### src/rtl/m_sideadd_acc_pkg.sv
// m_sideadd_acc_pkg: shared state encoding for windowed stochastic stages
package m_sideadd_acc_pkg;
    localparam logic [1:0] ST_IDLE  = 2'd0;
    localparam logic [1:0] ST_ACCUM = 2'd1;
    localparam logic [1:0] ST_DONE  = 2'd2;
endpackage

### src/rtl/m_window_cnt.sv
// m_window_cnt: window sample counter with clear, enable and terminal count
module m_window_cnt #(
    parameter int W = 3
) (
    input  logic clk,
    input  logic rst_n,
    input  logic clr,
    input  logic en,
    output logic tc
);
    logic [W-1:0] cnt_q, cnt_d;
    // clear wins over enable; the final increment wraps back to zero
    always_comb begin
        cnt_d = clr ? '0 : en ? cnt_q + 1'b1 : cnt_q;
    end
    // count register
    always_ff @(posedge clk or negedge rst_n) begin
        if (!rst_n) cnt_q <= '0;
        else        cnt_q <= cnt_d;
    end
    assign tc = &cnt_q;
endmodule

### src/rtl/m_sideadd_acc.sv
// m_sideadd_acc: accumulates sideways-adder sums over a window of L counted samples
module m_sideadd_acc
    import m_sideadd_acc_pkg::*;
#(
    parameter int NB_in  = 3,
    parameter int W_log2 = 3,
    parameter int NB_acc = NB_in + W_log2
) (
    input  logic              CLK,
    input  logic              RSTn,
    input  logic              START,
    input  logic              EN,
    input  logic [NB_in-1:0]  SUM_IN,
    output logic [NB_acc-1:0] ACC_OUT,
    output logic              VALID,
    output logic              BUSY
);
    if (NB_acc < NB_in + W_log2) begin : g_width_chk
        $error("m_sideadd_acc: NB_acc too narrow for a full window");
    end
    logic [1:0]        state_q, state_d;
    logic [NB_acc-1:0] acc_q, acc_d, acc_out_q, acc_out_d, acc_sum;
    logic              accum, take, last, tc;
    assign accum   = state_q == ST_ACCUM;
    assign take    = accum & EN;
    assign last    = take & tc;
    assign acc_sum = acc_q + NB_acc'(SUM_IN);
    m_window_cnt #(.W(W_log2)) u_cnt (
        .clk   (CLK),
        .rst_n (RSTn),
        .clr   (!accum),
        .en    (take),
        .tc    (tc)
    );
    // next state, running sum (cleared outside ACCUM) and result capture on the last sample
    always_comb begin
        state_d   = accum ? (last ? ST_DONE : ST_ACCUM) : (START ? ST_ACCUM : ST_IDLE);
        acc_d     = take ? acc_sum : accum ? acc_q : '0;
        acc_out_d = last ? acc_sum : acc_out_q;
    end
    // state, accumulator and result registers
    always_ff @(posedge CLK or negedge RSTn) begin
        if (!RSTn) begin
            state_q   <= ST_IDLE;
            acc_q     <= '0;
            acc_out_q <= '0;
        end else begin
            state_q   <= state_d;
            acc_q     <= acc_d;
            acc_out_q <= acc_out_d;
        end
    end
    assign ACC_OUT = acc_out_q;
    assign VALID   = state_q == ST_DONE;
    assign BUSY    = accum;
endmodule

### config.mk
export PLATFORM = sky130hd
export DESIGN_NAME = m_sideadd_acc
export DESIGN_NICKNAME = d
export VERILOG_FILES = /design/src/rtl/m_sideadd_acc_pkg.sv /design/src/rtl/m_window_cnt.sv /design/src/rtl/m_sideadd_acc.sv
export SDC_FILE = /design/constraint.sdc
export NUM_CORES = 1
export LEC_CHECK = 0
export CORE_MARGIN = 3
export CORE_UTILIZATION = 50
export DETAILED_ROUTE_END_ITERATION = 16
export PLACE_DENSITY = 0.86
export SYNTH_ARGS = -nofsm -noshare
export SYNTH_HDL_FRONTEND = slang
export SYNTH_SLANG_ARGS = --single-unit
### constraint.sdc
create_clock -name CLK -period 1.85 [get_ports CLK]
set_clock_uncertainty 0.05 [all_clocks]
set_input_delay 0.555 -clock CLK [delete_from_list [all_inputs] [get_ports CLK]]
set_output_delay 0.555 -clock CLK [all_outputs]
set_load 0.05 [all_outputs]
Word-level counts from Yosys, hierarchy flattened --
Cells that the tools add are included.
Storage, ports and cells: flip-flop bits (word level) 17, input port bits 7, output and inout port bits 8, logic and storage cells 19
Operators by class: $add $sub $neg 2, eq/ne operators 3, multiplexer cells 7, bitwise operators 2, reduce and logical (&&, ||, !) cells 1
Operator list (number):
- $mux W6 | 2
- $add A6 B3 Y6 | 1
- $mux W3 | 2
- $mux W2 | 2
- $add A3 B1 Y3 const B | 1
- $reduce_and A3 Y1 | 1
- $and A1 B1 Y1 | 2
- $eq A2 B1 Y1 const B | 1
- $eq A2 B2 Y1 const B | 1
- $ne A2 B1 Y1 const B | 1
- $mux W1 | 1

Logic depth before layout (Yosys ltp) --
Gate-level depths: netlist of run 1.
depth in word-level cells 5, depth in mapped cells 7, mapped depth without buffers 6

Cells and area by module --
From an unflattened synthesis of run 1, not the netlist that was laid out.
Second synthesis, totals: cell total of the unflattened synthesis 76, area, all modules 862.1 um^2
Modules (own cells, without submodules):
- m_sideadd_acc | instances 1, cells each 65, area each 721.9 um^2
- m_window_cnt | instances 1, cells each 11, area each 140.1 um^2

Worst setup path after synthesis of run 1 --
Ideal clock, no wire load.
path type input -> register, start input SUM_IN[0], end register acc_out_q[4], in the netlist ACC_OUT[4], arrival time 1.620 ns, required time 1.673 ns, slack 0.053 ns, stages 6, cells stage by stage ha_1 > fa_1 > a21o_1 > nand2_1 > xor2_1 > o21ai_0
Between the ends: longest elaborated chain between the ends 1
RTL lines:
- start, declared | RTL line m_sideadd_acc.sv:13 | input logic [NB_in-1:0] SUM_IN,
- $add A6 B3 Y6 | RTL line m_sideadd_acc.sv:27 | assign acc_sum = acc_q + NB_acc'(SUM_IN);
- end signal, assigned | RTL line m_sideadd_acc.sv:50 | acc_out_q <= acc_out_d;
- end, declared | RTL line m_sideadd_acc.sv:22 | logic [NB_acc-1:0] acc_q, acc_d, acc_out_q, acc_out_d, acc_sum;
No other way between the ends. A chain may end at the register's enable or synchronous reset.

Final worst setup path of run 1 --
start input SUM_IN[2], end register acc_q[3]
Between the ends: longest elaborated chain between the ends 2
RTL lines:
- $add A6 B3 Y6 | RTL line m_sideadd_acc.sv:27
- $mux W6 | RTL line m_sideadd_acc.sv:38 | acc_d = take ? acc_sum : accum ? acc_q : '0;
- end signal, assigned | RTL line m_sideadd_acc.sv:45 | acc_q <= '0;
- end signal, assigned | RTL line m_sideadd_acc.sv:49 | acc_q <= acc_d;
- end, declared | RTL line m_sideadd_acc.sv:22
No other way between the ends.

==> key figures, run 1 <==
Setup path
  – Worst-path fanout max: 4
  – Worst EP required: 2.03 ns
  – CP Launch Type: input port
  – Kind of critical path: in -> reg
  – Cells on worst reg2reg path: 6
  – Worst setup EP type: flip-flop
  – Worst Path Arrival: 1.96 ns

Detailed routing
  – DR vias/cell: 5.50
  – Routed vias: 627
  – Routed Antenna Nets: 0
  – Final WL: 1660 um
  – DR WL/cell: 14.6 um
  – Remaining DRCs: 0
  – DRT Pass-1 Iters: 3
  – Initial DRC count: 6

Floorplan
  – Initial Util: 55.6%
  – Ports: 15
  – Core Area: 1580 um^2
  – Row cnt: 14
  – Die height: 47.9 um
  – Die area: 2290 um^2
  – Die Width: 47.9 um

STA
  – Max Slew Vio Count: 0
  – Least-Margin Pin Slew: 0.252 ns
  – Final worst-path cycle share: 95.9%
  – Final Setup Violations: 0
  – Fmax: 564 MHz
  – Fin crit period: 1.77 ns
  – Unrepaired setup endpoints after global routing: no
  – Relative slew margins: 82.7%
  – Hold Fails Final Rpt: 0
  – Hold Slack: 0.439 ns

Power and ir drop
  – Leakage: 0.000556 uW
  – Power Dens Cells: 1730 nW/um^2
  – Worst VDD drop: 0.947 mV

Placed design
  – PortBufs: 14
  – Final GP Congestion: 0.734
  – Placed Area: 1110 um^2
  – Detailed placement HPWL: 1210 um

Hold path
  – Hold path depth: 2
  – Hold/Removal Path Class: reg -> reg

Global routing
  – First-pass GRT wire length: 2550 um
  – Vias in the first global route: 624
  – GRT Util Overall: 16.3%
  – Initial antenna violation count: 0
  – Largest net degree at the start of global routing: 18
  – GRT overflow: 0

Cells and area
  – Final Util: 74.0%
  – # diodes: 0
  – Final net count: 112
  – Commonest non-fill, non-tap cell in the layout: dfrtp_1
  – # fillers: 111
  – Proportion of layout cells with a drive suffix above 1: 32.7%
  – Area Growth Syn to Fin: 33.0%
  – Post-route cell area: 1170 um^2
  – Most frequent cells in the layout: dfrtp_1, nor2_1, buf_4

Synth
  – Synth unique cells: 25
  – YS warnings: 0
  – Number of synthesized register bits: 17
  – Syn Std Cell Area: 877 um^2
  – Syn Nets: 89
  – Syn_area_per_cell: 11.5 um^2
  – Synthesized netlist cell count: 76
  – Sequential area share after synthesis: 48.5%

Clock network
  – Root buffer cell: clkbuf_4
  – Clk_lat worst skew: 0.29 ns
  – Htree depth: 1
  – CTS Buf Count: 3
  – TritonCTS Sinks: 17
  – CTS Hold Buffers Added: 0
  – Clock transition at path regs: 0.10 ns
  – Longest Clk Path Bufs: 2
  – Setup Buffers After CTS: 0
  – TritonCTS clock tree: done

Run
  – Max Cap Viol: 0

Outcome
  – Status: finished, final reports clean
-- final timing paths --
path	startpoint	to	slack [ns]
max reg2reg	acc_q[0]$_DFFE_PN0P_	ACC_OUT[4]$_DFFE_PN0P_	0.18
max in group asynchronous	RSTn	ACC_OUT[0]$_DFFE_PN0P_	1.04
min in group asynchronous	RSTn	ACC_OUT[2]$_DFFE_PN0P_	0.52
min reg2reg	ACC_OUT[2]$_DFFE_PN0P_	ACC_OUT[2]$_DFFE_PN0P_	0.44
max	SUM_IN[2]	acc_q[3]$_DFFE_PN0P_	0.08
min	ACC_OUT[2]$_DFFE_PN0P_	ACC_OUT[2]$_DFFE_PN0P_	0.44
-- cell type report --
| type | count | area [um^2] | share of cell area (%) |
|---|---|---|---|
| Clock buffer | 3 | 22.5 | 1.93 |
| Clock inverter | 1 | 5.00 | 0.429 |
| Inverter | 2 | 12.5 | 1.07 |
| Multi-Input combinational cell | 54 | 432 | 37.0 |
| Sequential cell | 17 | 425 | 36.5 |
| Tap cell | 16 | 20.0 | 1.72 |
| Timing Repair Buffer | 21 | 249 | 21.4 |
-- cells by family (layout without fill, tap and decap cells) --
kind of cell	count (synthesis)	after routing	share of synthesized area, %
simple gates	25	25	15.1
flops	17	17	48.5
compound gates	10	10	7.13
xor+xnor	7	7	6.99
fa+ha+maj	6	6	9.42
mux	6	6	7.56
buf+inv	5	27	5.28
-- cell usage after synthesis --
library cell	number	share of area, %
o21ai_0	6	3.4
and2b_1	1	0.86
nand3_4	1	2.0
nand2b_4	1	1.6
mux2_4	1	1.7
xor2_1	2	2.0
fa_1	1	2.3
inv_1	1	0.43
xnor2_1	5	5.0
a21oi_1	1	0.57
or3_1	1	0.71
mux2_2	1	1.3
ha_1	5	7.1
a211oi_2	1	1.4
dfrtp_1	17	49
buf_6	3	3.9
nor2_1	12	5.1
nor3_2	1	1.1
nand3_1	1	0.57
clkinv_4	1	1.0
nor3_1	1	0.57
a211oi_1	1	0.86
a21o_1	1	0.86
nand2_1	6	2.6
mux2i_1	4	4.6
-- flip-flops by register name, indices dropped and copies added (netlist names) --
name and flops:
ACC_OUT 6, u_cnt.cnt_q 3, acc_q 6, state_q 2
-- routing by layer --
layer | track usage, % | vias up | wire, um
li1 | - | 299 | -
met5 | 0 | - | 0
met4 | 9.68 | 0 | 59
met3 | 3.38 | 7 | 52
met2 | 27.4 | 15 | 838
met1 | 18.8 | 306 | 713
-- per-stage QoR --
stage,setup slack [ns],TNS (ns),std cells,total power [uW]
global placement,-0.393,-2.97,110,1710
floorplan,0.0530,0,76,1360
global route,0.0204,0,114,2160
CTS,0.00622,0,114,1990
finish,0.0764,0,114,2020
detailed placement,-0.429,-3.27,110,1760
-- power breakdown --
group,total [uW],switching [uW],internal [uW]
Combinational,1150,611,535
Sequential,672,139,533
Clock,201,121,80.6
-- critical path, stage by stage --
cell and delay (ns):
clkdlybuf4s50_1 0.41, ha_1 0.38, o21ai_1 0.15, or3_4 0.36
a21oi_2 0.11
-- timing repair --
item,4_1_cts,5_1_grt
endpoints found under the hold margin,0,0
pin swaps,4,5
gates resized for setup,7,4
setup endpoints to repair,7,8
(Power assumes the default switching activity.)
==> run 2: changes to the inputs <==
- CORE_MARGIN: 3 -> 2
==> run 2 against run 1 <==
Wire length decreased by 4.0%. Sequential share of layout area up 0.078 points. Sequential cell count did not move. Core utilization shrank 5.1 points. Via count down 0.32%. Critical endpoint unchanged. Largest cell class is now registers.
==> key figures, run 2 (synthesis results as in run 1) <==
Hold path
  – Hold/Removal Path Class: reg -> reg

Floorplan
  – Die area: 2100 um^2 (-8.2%)
  – Die Width: 45.9 um (-4.2%)
  – Ports: 15 (unchanged)
  – Die height: 45.9 um (-4.2%)
  – Row cnt: 15 (+1)
  – Core Area: 1690 um^2 (+7.1%)
  – Initial Util: 51.9% (-3.7 points)

Cells and area
  – Commonest non-fill, non-tap cell in the layout: dfrtp_1
  – Multi-input gate area: 418 um^2 (-3.2%)
  – # diodes: 0 (unchanged)
  – Proportion of layout cells with a drive suffix above 1: 31.0% (-1.7 points)
  – Sequential Area: 425 um^2 (unchanged)
  – Final net count: 114 (+1.8%)
  – # fillers: 117 (+5.4%)
  – Most frequent cells in the layout: dfrtp_1, nor2_1, buf_4
  – Area Growth Syn to Fin: 32.7%

Clock network
  – Setup Buffers After CTS: 0 (unchanged)
  – TritonCTS clock tree: done
  – Clk_lat worst skew: 0.29 ns (about the same)
  – Longest Clk Path Bufs: 2 (unchanged)
  – CTS Buf Count: 3 (unchanged)
  – Clock transition at path regs: 0.09 ns (about the same)
  – Htree depth: 1 (unchanged)
  – TritonCTS Sinks: 17 (unchanged)
  – CTS Hold Buffers Added: 0 (unchanged)
  – Root buffer cell: clkbuf_4

Global routing
  – GRT overflow: 0 (unchanged)
  – First-pass GRT wire length: 2470 um (-3.0%)
  – Largest net degree at the start of global routing: 18 (unchanged)
  – GRT Util Overall: 16.5% (+0.22 points)
  – Vias in the first global route: 579 (-7.2%)
  – Initial antenna violation count: 0 (unchanged)

Power and ir drop
  – Clk pwr share: 9.8% (-0.2 points)
  – Power share of the sequential group: 33.8% (+0.5 points)
  – Power Dens Cells: 1710 nW/um^2 (-1.2%)
  – Internal: 1150 uW (+0.37%)
  – Net switching power: 837 uW (-3.8%)
  – Leakage: 0.000548 uW (-1.5%)
  – Total power: 1990 uW (-1.4%)
  – Switching Fraction: 42.1% (-1.0 points)
  – Combinational share of power: 56.5% (-0.3 points)
  – Worst VDD drop: 0.794 mV (-16%)

Setup path
  – Kind of cell adding the most delay to the critical path: buffers and inverters
  – Kind of critical path: in -> reg
  – Worst path bufs/invs: 2 (+1)
  – Crit path largest cell delay: 0.47 ns (+0.06 ns)
  – Worst setup EP type: flip-flop
  – CP Cell Sequence: clkdlybuf4s50_1 -> ha_2 -> a211oi_2 -> buf_4 -> or3_1 -> a21oi_1
  – Worst-path fanout max: 5 (+1)
  – Worst EP required: 2.02 ns (about the same)
  – Critical-path top delay cell: clkdlybuf4s50_1
  – Worst Path Arrival: 1.93 ns (-0.03 ns)
  – CP Launch Type: input port

STA
  – Unrepaired setup endpoints after global routing: no
  – Final worst-path cycle share: 95.2% (-0.69 points)
  – Final Setup Violations: 0 (unchanged)
  – Least-Margin Pin Slew: 0.234 ns (-0.0175 ns)
  – Relative slew margins: 84.3% (+1.5 points)
  – Hold Fails Final Rpt: 0 (unchanged)
  – Fin crit period: 1.76 ns (-0.0127 ns)
  – Fmax: 568 MHz (+0.72%)
  – Max Slew Vio Count: 0 (unchanged)
  – Hold Slack: 0.449 ns (+0.0102 ns)

Placed design
  – Detailed placement HPWL: 1220 um (+0.89%)
  – Final GP Congestion: 0.743 (+1.2%)
  – PortBufs: 14 (unchanged)

Run
  – Max Cap Viol: 0 (unchanged)

Detailed routing
  – DR WL/cell: 13.6 um (-6.5%)
  – Final WL: 1600 um (-4.0%)
  – Routed vias: 625 (-0.32%)
  – Remaining DRCs: 0 (unchanged)
  – Initial DRC count: 5 (-1)
  – DRT Pass-1 Iters: 4 (+1)
  – Routed Antenna Nets: 0 (unchanged)
  – DR vias/cell: 5.34 (-2.9%)

Outcome
  – Status: finished, final reports clean
## run 2: area by class of cell
type | count | share of cell area (%)
sequential | 17 | 36.6
multi-input combinational | 54 | 35.9
timing repair buffer | 23 | 22.4
clock buffer | 4 | 2.26
tap | 17 | 1.83
inverter | 2 | 1.08
## run 2: stage by stage
| step | instances | worst slack, ns | area, um^2 | TNS [ns] | util [%] |
|---|---|---|---|---|---|
| floorplan | 76 | 0.0530 | 877 | 0 | - |
| global placement | 113 | -0.390 | 1130 | -2.93 | 66.7 |
| detailed placement | 113 | -0.426 | 1130 | -3.45 | 66.7 |
| CTS | 117 | 0.0508 | 1160 | 0 | 68.7 |
| global route | 117 | 0.00724 | 1160 | 0 | 68.9 |
| finish | 117 | 0.0891 | 1160 | 0 | 68.9 |
## run 2: path summary, 6_finish.rpt
check                                         end  slack (ns)                   start  cells after the start
max in group asynchronous    acc_q[5]$_DFFE_PN0P_        1.04                    RSTn                      2
hold reg to reg            ACC_OUT[2]$_DFFE_PN0P_        0.45  ACC_OUT[2]$_DFFE_PN0P_                      2
setup reg to reg             acc_q[4]$_DFFE_PN0P_        0.24    acc_q[0]$_DFFE_PN0P_                      6
min in group asynchronous    state_q[1]$_DFF_PN0_        0.53                    RSTn                      2
setup / recovery             acc_q[3]$_DFFE_PN0P_        0.09               SUM_IN[2]                      6
hold / removal             ACC_OUT[2]$_DFFE_PN0P_        0.45  ACC_OUT[2]$_DFFE_PN0P_                      2
## run 2: worst register-to-register path, delay by kind of cell, from the launching register on
family | cells | cell delay (ns)
flops | 1 | 0.40
fa+ha+maj | 2 | 0.56
simple gates | 2 | 0.15
xor+xnor | 1 | 0.15
compound gates | 1 | 0.18
## run 2: what timing repair did
item | in CTS | in global routing
pin swaps | 4 | 0
resized for setup | 5 | 2
setup endpoints to repair | 7 | 2
## run 2: routing by layer
metal | vias up | wire [um] | global-route usage (%)
met5 | - | 0 | 0
met4 | 0 | 38 | 8.57
met3 | 5 | 52 | 1.19
met2 | 18 | 812 | 27.8
met1 | 300 | 691 | 20.9
li1 | 302 | - | -
## run 2: power by group through the flow
| stage | registers [uW] | clock network [uW] | logic, uW |
|---|---|---|---|
| finish | 672 | 194 | 1120 |
| global route | 696 | 212 | 1210 |
| CTS | 675 | 199 | 1120 |
| detailed placement | 684 | 0 | 1100 |
| global placement | 668 | 0 | 1070 |
| floorplan | 830 | 0 | 527 |
==> run 3: changes to the inputs <==
- TNS_END_PERCENT: not set -> 10
==> results of run 3 <==
No change in the layout: final DEF, timing and power equal those of run 2.
